## src/rtl/cpu_ctrl_fsm.sv

```systemverilog
// ---------------------------------------------------------------------------
// cpu_ctrl_fsm
//   Multi-cycle control FSM for the 3-bit-opcode CPU datapath. It sequences
//   FETCH -> DECODE -> EXEC -> (MEM) -> (WB) for one instruction at a time
//   and drives the PC, IR, register-file, ALU and memory-strobe enables.
//
//   ISA: 0 LD, 1 ST, 2 BEQ, 3 BNE, 4 ADD, 5 SUB, 6 AND, 7 OR.
//
//   Optional feature macro: CTRL_MEM_TIMEOUT_EN
//     Defined     : imem/dmem waits are bounded by TIMEOUT_CYC cycles.
//                   Expiry enters ERROR, where err=1 until rst_n.
//     Not defined : waits are unbounded, err is always 0.
//
// Parameters
//   CNT_W        width of the retired-instruction counter
//   TIMEOUT_CYC  maximum wait cycles for an ack (timeout build only)
//
// Ports
//   clk, rst_n           clock, synchronous active-low reset
//   start, stop          run control (stop lets the current instruction finish)
//   opcode               decoder opcode, valid from DECODE onward
//   zero_flag            ALU compare result for branches
//   imem_ack, dmem_ack   memory handshakes
//   imem_req, ir_load    instruction fetch request / IR load
//   pc_inc, pc_load      PC increment / branch-taken load
//   rf_we, rf_wsel       register-file write enable / write-data select
//   alu_op               00 ADD, 01 SUB, 10 AND, 11 OR
//   dmem_re, dmem_we     data memory read / write strobes
//   busy                 high in every state except IDLE and ERROR
//   instr_count          retired-instruction count, wraps
//   err                  sticky memory-timeout flag
// ---------------------------------------------------------------------------
module cpu_ctrl_fsm #(
  parameter int unsigned CNT_W       = 16,
  parameter int unsigned TIMEOUT_CYC = 255
) (
  input  logic             clk,
  input  logic             rst_n,
  input  logic             start,
  input  logic             stop,
  input  logic [2:0]       opcode,
  input  logic             zero_flag,
  input  logic             imem_ack,
  input  logic             dmem_ack,
  output logic             imem_req,
  output logic             ir_load,
  output logic             pc_inc,
  output logic             pc_load,
  output logic             rf_we,
  output logic             rf_wsel,
  output logic [1:0]       alu_op,
  output logic             dmem_re,
  output logic             dmem_we,
  output logic             busy,
  output logic [CNT_W-1:0] instr_count,
  output logic             err
);

  typedef enum logic [2:0] {
    S_IDLE,
    S_FETCH,
    S_DECODE,
    S_EXEC,
    S_MEM,
    S_WB,
    S_ERROR
  } state_t;

  localparam logic [2:0] OP_LD = 3'd0;
  localparam logic [2:0] OP_ST = 3'd1;

  state_t     state;
  state_t     state_nxt;
  logic [2:0] op_q;       // opcode captured in DECODE, used for MEM/WB routing
  logic       stop_pend;
  logic       retire;
  logic       timeout;
  logic       busy_state;

  assign busy_state = (state != S_IDLE) && (state != S_ERROR);

  // IR load is the one output that follows the handshake combinationally so
  // the IR captures the data in the same cycle imem_ack is seen.
  assign ir_load = (state == S_FETCH) && imem_ack;

`ifdef CTRL_MEM_TIMEOUT_EN
  localparam int unsigned WAIT_W = $clog2(TIMEOUT_CYC + 1);
  logic [WAIT_W-1:0] wait_cnt;

  // True in the cycle where one more ack-less cycle reaches the limit.
  assign timeout = ({1'b0, wait_cnt} + (WAIT_W+1)'(1)) == (WAIT_W+1)'(TIMEOUT_CYC);
`else
  logic unused_timeout_cfg;
  assign unused_timeout_cfg = (TIMEOUT_CYC != 0);
  assign timeout            = 1'b0;
`endif

  // Next-state logic.
  // NOTE: every signal written in always_comb gets a default first, otherwise
  // paths that skip an assignment infer a latch.
  always_comb begin
    state_nxt = state;
    retire    = 1'b0;
    unique case (state)
      S_IDLE:   if (start && !stop) state_nxt = S_FETCH;
      S_FETCH: begin
        // An ack in the same cycle the limit is reached wins.
        if (imem_ack)     state_nxt = S_DECODE;
        else if (timeout) state_nxt = S_ERROR;
      end
      S_DECODE: state_nxt = S_EXEC;
      S_EXEC: begin
        if (op_q == OP_LD || op_q == OP_ST) state_nxt = S_MEM;
        else if (op_q[2])                   state_nxt = S_WB;
        else                                retire    = 1'b1;   // BEQ/BNE
      end
      S_MEM: begin
        if (dmem_ack) begin
          if (op_q == OP_LD) state_nxt = S_WB;
          else               retire    = 1'b1;
        end else if (timeout) begin
          state_nxt = S_ERROR;
        end
      end
      S_WB:     retire    = 1'b1;
      S_ERROR:  state_nxt = S_ERROR;
      default:  state_nxt = S_IDLE;
    endcase
    if (retire) state_nxt = (stop_pend || stop) ? S_IDLE : S_FETCH;
  end

  // State, bookkeeping and registered outputs. Outputs are decoded from
  // state_nxt so each one is valid for exactly the cycle its state is active.
  // NOTE: sequential state uses non-blocking assignments so every register
  // samples pre-edge values regardless of statement order.
  always_ff @(posedge clk) begin
    if (!rst_n) begin
      state       <= S_IDLE;
      op_q        <= 3'd0;
      stop_pend   <= 1'b0;
      instr_count <= '0;
      imem_req    <= 1'b0;
      pc_inc      <= 1'b0;
      pc_load     <= 1'b0;
      rf_we       <= 1'b0;
      rf_wsel     <= 1'b0;
      alu_op      <= 2'b00;
      dmem_re     <= 1'b0;
      dmem_we     <= 1'b0;
      busy        <= 1'b0;
      err         <= 1'b0;
`ifdef CTRL_MEM_TIMEOUT_EN
      wait_cnt    <= '0;
`endif
    end else begin
      state <= state_nxt;

      if (state == S_DECODE) op_q <= opcode;

      if (retire) begin
        instr_count <= instr_count + CNT_W'(1);
        stop_pend   <= 1'b0;
      end else if (busy_state && stop) begin
        stop_pend <= 1'b1;
      end

      imem_req <= (state_nxt == S_FETCH);
      pc_inc   <= (state_nxt == S_DECODE);
      rf_we    <= (state_nxt == S_WB);
      rf_wsel  <= (state_nxt == S_WB) && (op_q == OP_LD);
      dmem_re  <= (state_nxt == S_MEM) && (op_q == OP_LD);
      dmem_we  <= (state_nxt == S_MEM) && (op_q == OP_ST);
      busy     <= (state_nxt != S_IDLE) && (state_nxt != S_ERROR);
      err      <= (state_nxt == S_ERROR);

      // DECODE always moves to EXEC, so the EXEC-cycle ALU op and branch
      // decision are registered from the opcode and flag seen in DECODE.
      if (state == S_DECODE) begin
        if (opcode[2])      alu_op <= opcode[1:0];
        else if (opcode[1]) alu_op <= 2'b01;        // branch compare = SUB
        else                alu_op <= 2'b00;
        pc_load <= (opcode[2:1] == 2'b01) && (zero_flag ^ opcode[0]);
      end else begin
        alu_op  <= 2'b00;
        pc_load <= 1'b0;
      end

`ifdef CTRL_MEM_TIMEOUT_EN
      if ((state_nxt == S_FETCH && state != S_FETCH) ||
          (state_nxt == S_MEM   && state != S_MEM)) begin
        wait_cnt <= '0;
      end else if ((state == S_FETCH && !imem_ack) ||
                   (state == S_MEM   && !dmem_ack)) begin
        wait_cnt <= wait_cnt + WAIT_W'(1);
      end
`endif
    end
  end

endmodule
```

## config.mk

```make
export PLATFORM = sky130hd
export DESIGN_NAME = cpu_ctrl_fsm
export DESIGN_NICKNAME = d
export VERILOG_FILES = /design/src/rtl/cpu_ctrl_fsm.sv
export SDC_FILE = /design/constraint.sdc
export NUM_CORES = 1
export LEC_CHECK = 0
export ABC_AREA = 1
export CORE_MARGIN = 5
export CORE_UTILIZATION = 55
export CTS_BUF_LIST = sky130_fd_sc_hd__clkbuf_4
export DETAILED_ROUTE_END_ITERATION = 10
export DONT_BUFFER_PORTS = 1
export PLACE_DENSITY = 0.7
export SYNTH_ARGS = -nofsm -noshare
export SYNTH_HDL_FRONTEND = slang
export SYNTH_SLANG_ARGS = --single-unit
```

## constraint.sdc

```tcl
create_clock -name clk -period 1.7 [get_ports clk]
set_input_delay 0.17 -clock clk [delete_from_list [all_inputs] [get_ports clk]]
set_output_delay 0.17 -clock clk [all_outputs]
set_load 0.05 [all_outputs]
```

==> summary.md, run 1 <==
| Metric | Value |
|---|---|
| Die Ht | `64.3 um` |
| Fmax | `0.636 GHz` |
| Most instantiated cells after synthesis | `nand2_1, dfxtp_1, nor2_1, inv_1, nand3_1` |
| Largest net degree at the start of global routing | `18` |
| Synthesized cell area | `0.00162 mm2` |
| Final hold viol count | `0` |
| Vias per cell | `5.30` |
| Warnings, synthesis | `0` |
| Post-synth net total | `244` |
| Area of the core | `0.00281 mm2` |
| Critical Path Source Type | `flop` |
| Synth area leader | `dfxtp_1` |
| Final Cell Area | `0.00191 mm2` |
| Cell with the most instances after synthesis | `nand2_1` |
| WS Path Type | `reg2out` |
| Cell Count, Final, Fillers Out | `294` |
| R2R Setup Slk | `0.18 ns` |
| Pwr Density | `710 mW/mm2` |
| Nets | `275` |
| Rel. slew slack | `0.619` |
| Vias in the first global route | `1,454` |
| Layout area overhead | `17.9%` |
| Max_cap viols | `0` |
| # DRC | `0` |
| Top FF cell, synth | `dfxtp_1` |
| Max H-tree Level | `2` |
| Global Route Usage Sum | `0.187` |
| Final setup viols | `0` |
| HP Class | `in2reg` |
| Crit Reg-Reg Endpoint | `busy$_SDFF_PN0_` |
| Worst-path clk slew | `0.09 ns` |
| Required time worst endpoint | `1.53 ns` |
| Max stage delay on crit path | `0.45 ns` |
| Hold Path Stages | `2` |
| WL/cell | `12.8 um` |
| Num rows | `19` |
| First-pass GRT wire length | `6.08 mm` |
| Initial antenna violation count | `0` |
| Port-buffer cells | `0` |
| Critical-path top delay cell | `dfxtp_1` |
| Asr flop ratio synth | `0` |
| Slew @ Worst Pin | `0.571 ns` |
| Setup slack after layout | `0.127 ns` |
| Top-Level Pins | `38` |
| Crit path cell chain | `buf_4, nand3_1, inv_1` |
| Clock skew | `0.0106 ns` |
| Hold Crit Endpoint | `stop_pend$_SDFFE_PP0P_` |
| Min-delay src | `stop` |
| Post-DP HPWL | `2.76 mm` |
| RSZ-0062 raised after global routing | `false` |
| Count of cell types in the netlist | `26` |
| Clock root buffer | `clkbuf_4` |
| Buf/Inv on CP | `2` |
| DRT Pass-1 Iters | `4` |
| DRT iter0 DRCs | `90` |
| Place WS | `0.116 ns` |
| Post-route setup TNS | `0 ns` |
| Register area share after synthesis | `0.419` |
| R2r worst-path depth | `7` |
| Status | `completed` |
| Setup crit end kind | `primary output` |
| # diodes | `0` |
| Post-synth EDFFs | `0` |
| R2R Path Start | `state[1]$_SDFF_PN0_` |
| Avg Synthesized Cell Area | `6.97 um2` |
| Final ANT Viol Nets | `0` |
| Die Width | `64.3 um` |
| CTS tree | `yes` |
| Crit path max-delay family | `buffers and inverters` |
| Cells after synthesis | `233` |
| Top-area cell type share of the netlist area | `0.419` |
| Max clock buf depth | `2` |
| Top post-synthesis cells by area | `dfxtp_1, nand2_1, nor2_1` |
| Routed WL | `3.77 mm` |
| Vias | `1,557` |
| Worst-Skew Late Latency | `0.33 ns` |
| P_leak | `0.000804 uW` |
| Inserted Clock Buffers | `5` |
| Crit path arrival time | `1.40 ns` |
| Placed cell count | `278` |
| Final Wtd Congestion | `0.878` |
| Pins Over Slew Limit | `0` |
| Total Power | `1360 uW` |
| Starting Density | `0.579` |
| Final min period | `1.57 ns` |
| Max FO, Critical Path | `6` |
| Layout cells sized above 1 | `0.156` |
| Die Area | `0.00414 mm2` |
| CTS sink cnt | `34` |
| Period utilization | `0.925` |
| Filler cells | `257` |
| Synth Register Bits | `34` |
| Maximum vdd ir drop | `501 uV` |
| Gr ovfl total | `0` |
| Placed cell area | `0.00177 mm2` |
-- routing by layer --
metal,track usage,wire (um)
met2,0.338,1970
met3,0.0613,166
met1,0.196,1570
met5,0,0
met4,0.0844,63
-- registers in the layout (all words and copies together), names as in the netlist --
signal       cells
instr_count     16
busy             1
state            3
err              1
dmem_re          1
dmem_we          1
pc_load          1
rf_wsel          1
pc_inc           1
op_q             3
rf_we            1
stop_pend        1
imem_req         1
alu_op           2
-- worst register-to-register path: stages, from the launching register on --
cell,delay [ns]
dfxtp_1,0.51
nor2_4,0.08
nand2_1,0.17
nand3_4,0.18
nor3_4,0.26
buf_4,0.16
nand2_1,0.05
nand2_1,0.05
-- worst max path at each step --
stage / depth (start not counted) / to / slack, ns / start
after CTS: 9 / busy$_SDFF_PN0_ / 0.09 / state[1]$_SDFF_PN0_
after detailed placement: 9 / busy$_SDFF_PN0_ / 0.12 / state[1]$_SDFF_PN0_
after global routing: 7 / instr_count[7]$_SDFFE_PN0P_ / 0.003 / state[1]$_SDFF_PN0_
after global placement: 9 / rf_wsel$_SDFF_PN0_ / 0.17 / op_q[1]$_SDFFE_PN0P_
after floorplan: 8 / instr_count[14]$_SDFFE_PN0P_ / 0.001 / instr_count[1]$_SDFFE_PN0P_
final: 3 / ir_load / 0.13 / state[0]$_SDFF_PN0_
-- layout by cell type, fill, tap and decap left out, types with 2 or more instances in the layout --
cell type,synthesis,layout
buf_4,0,23
o21ai_0,9,9
nand2_1,61,61
nor2_1,32,32
nand3_1,22,21
a21oi_1,16,16
xnor2_1,3,3
dlygate4sd3_1,0,6
nand3_2,1,3
nor3_1,5,4
nand4_1,4,4
inv_1,26,26
clkbuf_4,0,5
dfxtp_2,0,2
dfxtp_1,34,32
xor2_1,2,2
-- what timing repair did --
action	in CTS	in global routing
setup endpoints to repair	0	8
hold endpoints to repair	14	1
resized for setup	0	4
hold buffers	4	2
buffers inserted	0	3
-- power by group --
part	internal [uW]	switching, uW
clock network	141	245
logic	43.3	74.5
registers	813	42.6
total	998	362
-- metrics by stage --
stage | hold slack (ns) | util
finish | 0.0204 | 0.682
global route | 0.00135 | 0.682
CTS | 0.00848 | 0.659
detailed placement | 0.251 | 0.630
global placement | 0.250 | 0.630
floorplan | 0.248 | -
-- cells by family (layout without fill, tap and decap cells) --
| logic type | count (synthesis) | count (layout) | share of synthesized area |
|---|---|---|---|
| and+or+nand+nor | 131 | 132 | 0.360 |
| xor gates and xnor gates | 5 | 5 | 0.0270 |
| buffers and inverters | 34 | 63 | 0.0940 |
| AOI/OAI and AO/OA | 28 | 28 | 0.0924 |
| adders and majority gates | 1 | 1 | 0.00770 |
| DFF | 34 | 34 | 0.419 |
-- final cells by class --
cell class,count,area [um2],share of cell area
Multi-Input combinational cell,166,811,0.424
Sequential cell,34,683,0.357
Timing Repair Buffer,29,233,0.122
Inverter,28,108,0.0562
Tap cell,31,38.8,0.0203
Clock buffer,5,37.5,0.0196
Clock inverter,1,3.75,0.00196
No activity file was read; power rests on OpenSTA's default activity.
==> inputs of run 2 (changes only) <==
==> constraint.sdc (replaced) <==
create_clock -name clk -period 1.7 [get_ports clk]
set_input_delay 0.17 -clock clk [delete_from_list [all_inputs] [get_ports clk]]
set_output_delay 0.17 -clock clk [all_outputs]
set_load 0.01 [all_outputs]
==> summary.md, run 2 (same netlist as run 1, synthesis figures left out) <==
| Metric | Value |
|---|---|
| Reg with most FFs | `instr_count (unchanged)` |
| Worst-path clk slew | `0.09 ns (about the same)` |
| Clock skew | `0.0101 ns (was 0.0106 ns)` |
| Sw power | `345 uW (was 362 uW)` |
| Setup crit end kind | `flop (was primary output)` |
| Post-DP HPWL | `2.79 mm (was 2.76 mm)` |
| Final Wtd Congestion | `0.888 (was 0.878)` |
| Setup slack after layout | `0.110 ns (was 0.127 ns)` |
| Die Ht | `64.3 um (unchanged)` |
| Filler cells | `259 (was 257)` |
| Inserted Clock Buffers | `5 (unchanged)` |
| Layout cells sized above 1 | `0.104 (was 0.156)` |
| Clock root buffer | `clkbuf_4 (unchanged)` |
| Layout area overhead | `12.3% (was 17.9%)` |
| Max H-tree Level | `2 (unchanged)` |
| Total Power | `1370 uW (was 1360 uW)` |
| Max clock buf depth | `2 (unchanged)` |
| Largest regs | `instr_count x16, op_q x3, state x3 (unchanged)` |
| Max FO, Critical Path | `6 (unchanged)` |
| Final Util | `0.650 (was 0.682)` |
| Status | `completed (unchanged)` |
| DRT iter0 DRCs | `152 (was 90)` |
| Post-route setup TNS | `0 ns (unchanged)` |
| Critical Path Source Type | `flop (unchanged)` |
| Port-buffer cells | `0 (unchanged)` |
| Die Area | `0.00414 mm2 (unchanged)` |
| Pwr Density | `753 mW/mm2 (was 710 mW/mm2)` |
| CTS sink cnt | `34 (unchanged)` |
| Gate power share | `0.083 (was 0.087)` |
| Starting Density | `0.579 (unchanged)` |
| Top-Level Pins | `38 (unchanged)` |
| Initial antenna violation count | `0 (unchanged)` |
| Final min period | `1.59 ns (was 1.57 ns)` |
| Final setup viols | `0 (unchanged)` |
| Seq. cell area | `681 um2 (was 683 um2)` |
| HP Class | `in2reg (unchanged)` |
| P_leak | `0.000740 uW (was 0.000804 uW)` |
| Final hold viol count | `0 (unchanged)` |
| GRT met2 Usage | `0.351 (was 0.338)` |
| Vias per cell | `5.60 (was 5.30)` |
| Flop pwr share | `0.605 (was 0.630)` |
| Max FFs per register | `16 (unchanged)` |
| Worst-Skew Late Latency | `0.33 ns (about the same)` |
| Crit path arrival time | `1.82 ns (was 1.40 ns)` |
| Num rows | `19 (unchanged)` |
| Gr ovfl total | `0 (unchanged)` |
| Pins Over Slew Limit | `0 (unchanged)` |
| Die Width | `64.3 um (unchanged)` |
| Global Route Usage Sum | `0.190 (was 0.187)` |
| Routed WL | `3.83 mm (was 3.77 mm)` |
| Vias | `1,578 (was 1,557)` |
| CTS tree | `yes (unchanged)` |
| Slew @ Worst Pin | `0.595 ns (was 0.571 ns)` |
| WS Path Type | `reg2reg (was reg2out)` |
| WL/cell | `13.6 um (was 12.8 um)` |
| Clk network pwr share | `0.312 (was 0.284)` |
| # DRC | `0 (unchanged)` |
| Power Internal | `1030 uW (was 998 uW)` |
| Nets | `261 (was 275)` |
| Global-route met1 utilization | `0.188 (was 0.196)` |
| Final ANT Viol Nets | `0 (unchanged)` |
| Rel. slew slack | `0.603 (was 0.619)` |
| Required time worst endpoint | `1.92 ns (was 1.53 ns)` |
| Most frequent cells in the layout | `nand2_1, dfxtp_1, nor2_1, inv_1, nand3_1 (was nand2_1, nor2_1, dfxtp_1, inv_1, buf_4)` |
| Commonest non-fill, non-tap cell in the layout | `nand2_1 (unchanged)` |
| DRT Pass-1 Iters | `4 (unchanged)` |
| GR peak layer | `met2 (unchanged)` |
| Maximum vdd ir drop | `439 uV (was 501 uV)` |
| Fmax | `0.629 GHz (was 0.636 GHz)` |
| Vias in the first global route | `1,494 (was 1,454)` |
| Largest net degree at the start of global routing | `21 (was 18)` |
| Max_cap viols | `0 (unchanged)` |
| Met3 Track Usage GR | `0.0665 (was 0.0613)` |
| Period utilization | `0.936 (was 0.925)` |
| First-pass GRT wire length | `6.17 mm (was 6.08 mm)` |
| RSZ-0062 raised after global routing | `false (unchanged)` |
| Place WS | `0.125 ns (was 0.116 ns)` |
| Area of the multi-input gates | `803 um2 (was 811 um2)` |
| # diodes | `0 (unchanged)` |
| Net Sw Frac | `0.251 (was 0.266)` |
| Area of the core | `0.00281 mm2 (unchanged)` |
run 2: power groups by stage:
stage	Sequential [uW]	Clock, uW	Combinational [uW]
5_1_grt	832	487	132
6_report	830	428	114
3_3_place_gp	848	0	95.4
3_5_place_dp	848	0	97.7
4_1_cts	830	442	114
2_1_floorplan	841	0	85.6
run 2: layout make-up:
type | instances | area share
clock buffer | 6 | 0.0247
sequential | 34 | 0.373
multi-input combinational | 166 | 0.440
clock inverter | 2 | 0.00480
tap | 31 | 0.0213
timing repair buffer | 15 | 0.0768
inverter | 28 | 0.0590
run 2: stage by stage:
step / instances / instance area (um2) / hold slack, ns
floorplan: 233 / 1620 / 0.248
global placement: 266 / 1680 / 0.251
detailed placement: 266 / 1680 / 0.254
CTS: 280 / 1790 / 0.0186
global route: 282 / 1820 / 0.0373
finish: 282 / 1820 / 0.0263
run 2: final timing paths:
kind,depth (start not counted),slack (ns),to,from
worst max-delay path,8,0.11,instr_count[6]$_SDFFE_PN0P_,state[2]$_SDFF_PN0_
worst min-delay path,2,0.03,pc_inc$_SDFF_PN0_,imem_ack
worst max register to register,8,0.11,instr_count[6]$_SDFFE_PN0P_,state[2]$_SDFF_PN0_
worst min register to register,2,0.47,dmem_we$_SDFF_PN0_,op_q[0]$_SDFFE_PN0P_
run 2: routing by layer:
metal,part of all wire,up-vias
met5,0,-
met4,0.029,0
met3,0.065,15
met2,0.51,68
met1,0.39,714
li1,-,781
run 2: timing repair:
action                     in CTS  in global routing
gates resized for setup         0                  2
hold buffers                    6                  0
hold endpoints to repair       15                  0
setup buffers                   0                  1
setup endpoints to repair       0                  8
run 2: worst max-delay path: stages (launching register included):
cell and delay (ns):
dfxtp_1 0.44, inv_2 0.09, nor2_4 0.10, nand3_1 0.19, nand3_4 0.21, buf_12 0.13
nand3_1 0.08, o21ai_0 0.18, nor2_1 0.07
==> inputs of run 3 (changes only) <==
--- a/config.mk
+++ b/config.mk
@@ -6,6 +6,7 @@
 export NUM_CORES = 1
 export LEC_CHECK = 0
 export ABC_AREA = 1
+export CORE_ASPECT_RATIO = 1.1
 export CORE_MARGIN = 5
 export CORE_UTILIZATION = 55
 export CTS_BUF_LIST = sky130_fd_sc_hd__clkbuf_4
==> summary.md, run 3 (same netlist as run 1, synthesis figures left out) <==
| Metric | Value |
|---|---|
| Period utilization | `0.891 (was 0.936)` |
| Global-route met1 utilization | `0.198 (was 0.188)` |
| Status | `completed (unchanged)` |
| Reg with most FFs | `instr_count (unchanged)` |
| Worst-path clk slew | `0.11 ns (was 0.09 ns)` |
| Critical-path top delay cell | `dfxtp_1 (unchanged)` |
| Final setup viols | `0 (unchanged)` |
| Filler cells | `269 (was 259)` |
| P_leak | `0.000745 uW (was 0.000740 uW)` |
| Largest regs | `instr_count x16, op_q x3, state x3 (unchanged)` |
| Critical Path Source Type | `flop (unchanged)` |
| Slew @ Worst Pin | `0.569 ns (was 0.595 ns)` |
| Buf/Inv on CP | `0 (was 2)` |
| Gr ovfl total | `0 (unchanged)` |
| Area of the core | `0.00280 mm2 (was 0.00281 mm2)` |
| First-pass GRT wire length | `5.73 mm (was 6.17 mm)` |
| Setup slack after layout | `0.185 ns (was 0.110 ns)` |
| Max FO, Critical Path | `4 (was 6)` |
| Place WS | `0.0915 ns (was 0.125 ns)` |
| Max_cap viols | `0 (unchanged)` |
| Vias | `1,558 (was 1,578)` |
| Setup crit end kind | `flop (unchanged)` |
| DRT iter0 DRCs | `79 (was 152)` |
| CTS tree | `yes (unchanged)` |
| Clock skew | `0.0166 ns (was 0.0101 ns)` |
| DRT Pass-1 Iters | `4 (unchanged)` |
| Initial antenna violation count | `0 (unchanged)` |
| Starting Density | `0.579 (about the same)` |
| Post-route setup TNS | `0 ns (unchanged)` |
| Pwr Density | `750 mW/mm2 (was 753 mW/mm2)` |
| Die Width | `61.8 um (was 64.3 um)` |
| RSZ-0062 raised after global routing | `false (unchanged)` |
| Vias per cell | `5.45 (was 5.60)` |
| Clock root buffer | `clkbuf_4 (unchanged)` |
| Gate power share | `0.084 (was 0.083)` |
| Cell Count, Final, Fillers Out | `286 (was 282)` |
| HP Class | `in2reg (unchanged)` |
| Most frequent cells in the layout | `nand2_1, nor2_1, dfxtp_1, inv_1, nand3_1 (was nand2_1, dfxtp_1, nor2_1, inv_1, nand3_1)` |
| Routed WL | `3.65 mm (was 3.83 mm)` |
| Setup bufs post-CTS | `0 (unchanged)` |
| Final Util | `0.659 (was 0.650)` |
| Rel. slew slack | `0.620 (was 0.603)` |
| Worst-Skew Late Latency | `0.33 ns (about the same)` |
| Maximum vdd ir drop | `654 uV (was 439 uV)` |
| Top-Level Pins | `38 (unchanged)` |
| Most Frequent Cell on Critical Path | `nand2_1 (was nand3_1)` |
| Final Wtd Congestion | `0.926 (was 0.888)` |
| Vias in the first global route | `1,384 (was 1,494)` |
| Inserted Clock Buffers | `5 (unchanged)` |
| # diodes | `0 (unchanged)` |
| Max clock buf depth | `2 (unchanged)` |
| Met3 Track Usage GR | `0.0756 (was 0.0665)` |
| Sw power | `354 uW (was 345 uW)` |
| Final hold viol count | `0 (unchanged)` |
| Nets | `263 (was 261)` |
| Required time worst endpoint | `1.89 ns (was 1.92 ns)` |
| Post-DP HPWL | `2.67 mm (was 2.79 mm)` |
| Die Ht | `67.0 um (was 64.3 um)` |
| Layout cells sized above 1 | `0.111 (was 0.104)` |
| Layout area overhead | `13.7% (was 12.3%)` |
| Crit path max-delay family | `simple AND/OR/NAND/NOR gates (unchanged)` |
| GR peak layer | `met2 (unchanged)` |
| Global Route Usage Sum | `0.187 (was 0.190)` |
| Max FFs per register | `16 (unchanged)` |
| Fmax | `0.660 GHz (was 0.629 GHz)` |
| Flop pwr share | `0.601 (was 0.605)` |
| Commonest non-fill, non-tap cell in the layout | `nand2_1 (unchanged)` |
| Placed cell area | `0.00168 mm2 (about the same)` |
| Final min period | `1.51 ns (was 1.59 ns)` |
| Placed cell count | `268 (was 266)` |
| GRT met2 Usage | `0.315 (was 0.351)` |
| WL/cell | `12.8 um (was 13.6 um)` |
| Crit path cell chain | `ha_1, nand2_1, nor2_1, nand3_1, xor2_1, nand2_1, a21oi_1 (was inv_2, nor2_4, nand3_1, nand3_4, buf_12, nand3_1, o21ai_0, nor2_1)` |
| Port-buffer cells | `0 (unchanged)` |
| WS Path Type | `reg2reg (unchanged)` |
| Final ANT Viol Nets | `0 (unchanged)` |
| CTS sink cnt | `34 (unchanged)` |
| Pins Over Slew Limit | `0 (unchanged)` |
| Largest net degree at the start of global routing | `22 (was 21)` |
| Final Cell Area | `0.00185 mm2 (was 0.00182 mm2)` |
| # DRC | `0 (unchanged)` |
| Crit path arrival time | `1.70 ns (was 1.82 ns)` |
| Net Sw Frac | `0.256 (was 0.251)` |
| Die Area | `0.00414 mm2 (about the same)` |
| Clk network pwr share | `0.315 (was 0.312)` |
| Num rows | `20 (was 19)` |
| Max H-tree Level | `2 (unchanged)` |
| Max stage delay on crit path | `0.41 ns (was 0.44 ns)` |
| Power Internal | `1030 uW (about the same)` |
[run 3: cell types whose count changed in the layout (fill, tap and decap cells not counted)]
cell / delta
nor2_2: -1
dfxtp_2: +2
dlygate4sd3_1: +3
nand3_2: +2
dfxtp_1: -2
nand3_1: -2
buf_12: -1
nor2_1: +1
[run 3: power groups by stage]
stage | sequential (uW) | combinational [uW] | clock, uW
after global routing | 836 | 132 | 507
final | 832 | 116 | 436
after global placement | 850 | 88.2 | 0
after CTS | 832 | 103 | 443
after detailed placement | 851 | 90.9 | 0
after floorplan | 841 | 85.6 | 0
[run 3: per-layer routing]
| layer | part of all wire | wire, um |
|---|---|---|
| met5 | 0 | 0 |
| met4 | 0.026 | 96 |
| met3 | 0.064 | 235 |
| met2 | 0.52 | 1890 |
| met1 | 0.39 | 1430 |
[run 3: path summary, 6_finish.rpt]
kind / slack (ns) / end / startpoint / cells after the start
max: 0.19 / instr_count[12]$_SDFFE_PN0P_ / instr_count[0]$_SDFFE_PN0P_ / 7
max reg2reg: 0.19 / instr_count[12]$_SDFFE_PN0P_ / instr_count[0]$_SDFFE_PN0P_ / 7
min reg2reg: 0.47 / dmem_we$_SDFF_PN0_ / op_q[0]$_SDFFE_PN0P_ / 2
min: 0.01 / pc_inc$_SDFF_PN0_ / imem_ack / 2
[run 3: cell type report]
class	count	area, um2	area share
Tap cell	33	41.3	0.0224
Sequential cell	34	683	0.370
Multi-Input combinational cell	166	811	0.439
Clock buffer	6	45.0	0.0244
Timing Repair Buffer	17	150	0.0813
Inverter	28	108	0.0583
Clock inverter	2	8.76	0.00474
[run 3: stage by stage]
stage | power, uW | hold WS, ns
after floorplan | 927 | 0.248
after global placement | 938 | 0.253
after detailed placement | 941 | 0.251
after CTS | 1380 | 0.00239
after global routing | 1480 | 0.000125
final | 1380 | 0.0112
[run 3: repair_timing]
| item | CTS | global route |
|---|---|---|
| hold buffers | 4 | 5 |
| setup endpoints to repair | 0 | 7 |
| endpoints found under the hold margin | 13 | 4 |
| resized for setup | 0 | 5 |
[run 3: worst register-to-register path, delay by kind of cell (launching register included)]
family / cells / cell delay, ns
xor+xnor: 1 / 0.15
simple gates: 4 / 0.54
compound gates: 1 / 0.07
fa+ha+maj: 1 / 0.20
flops: 1 / 0.41
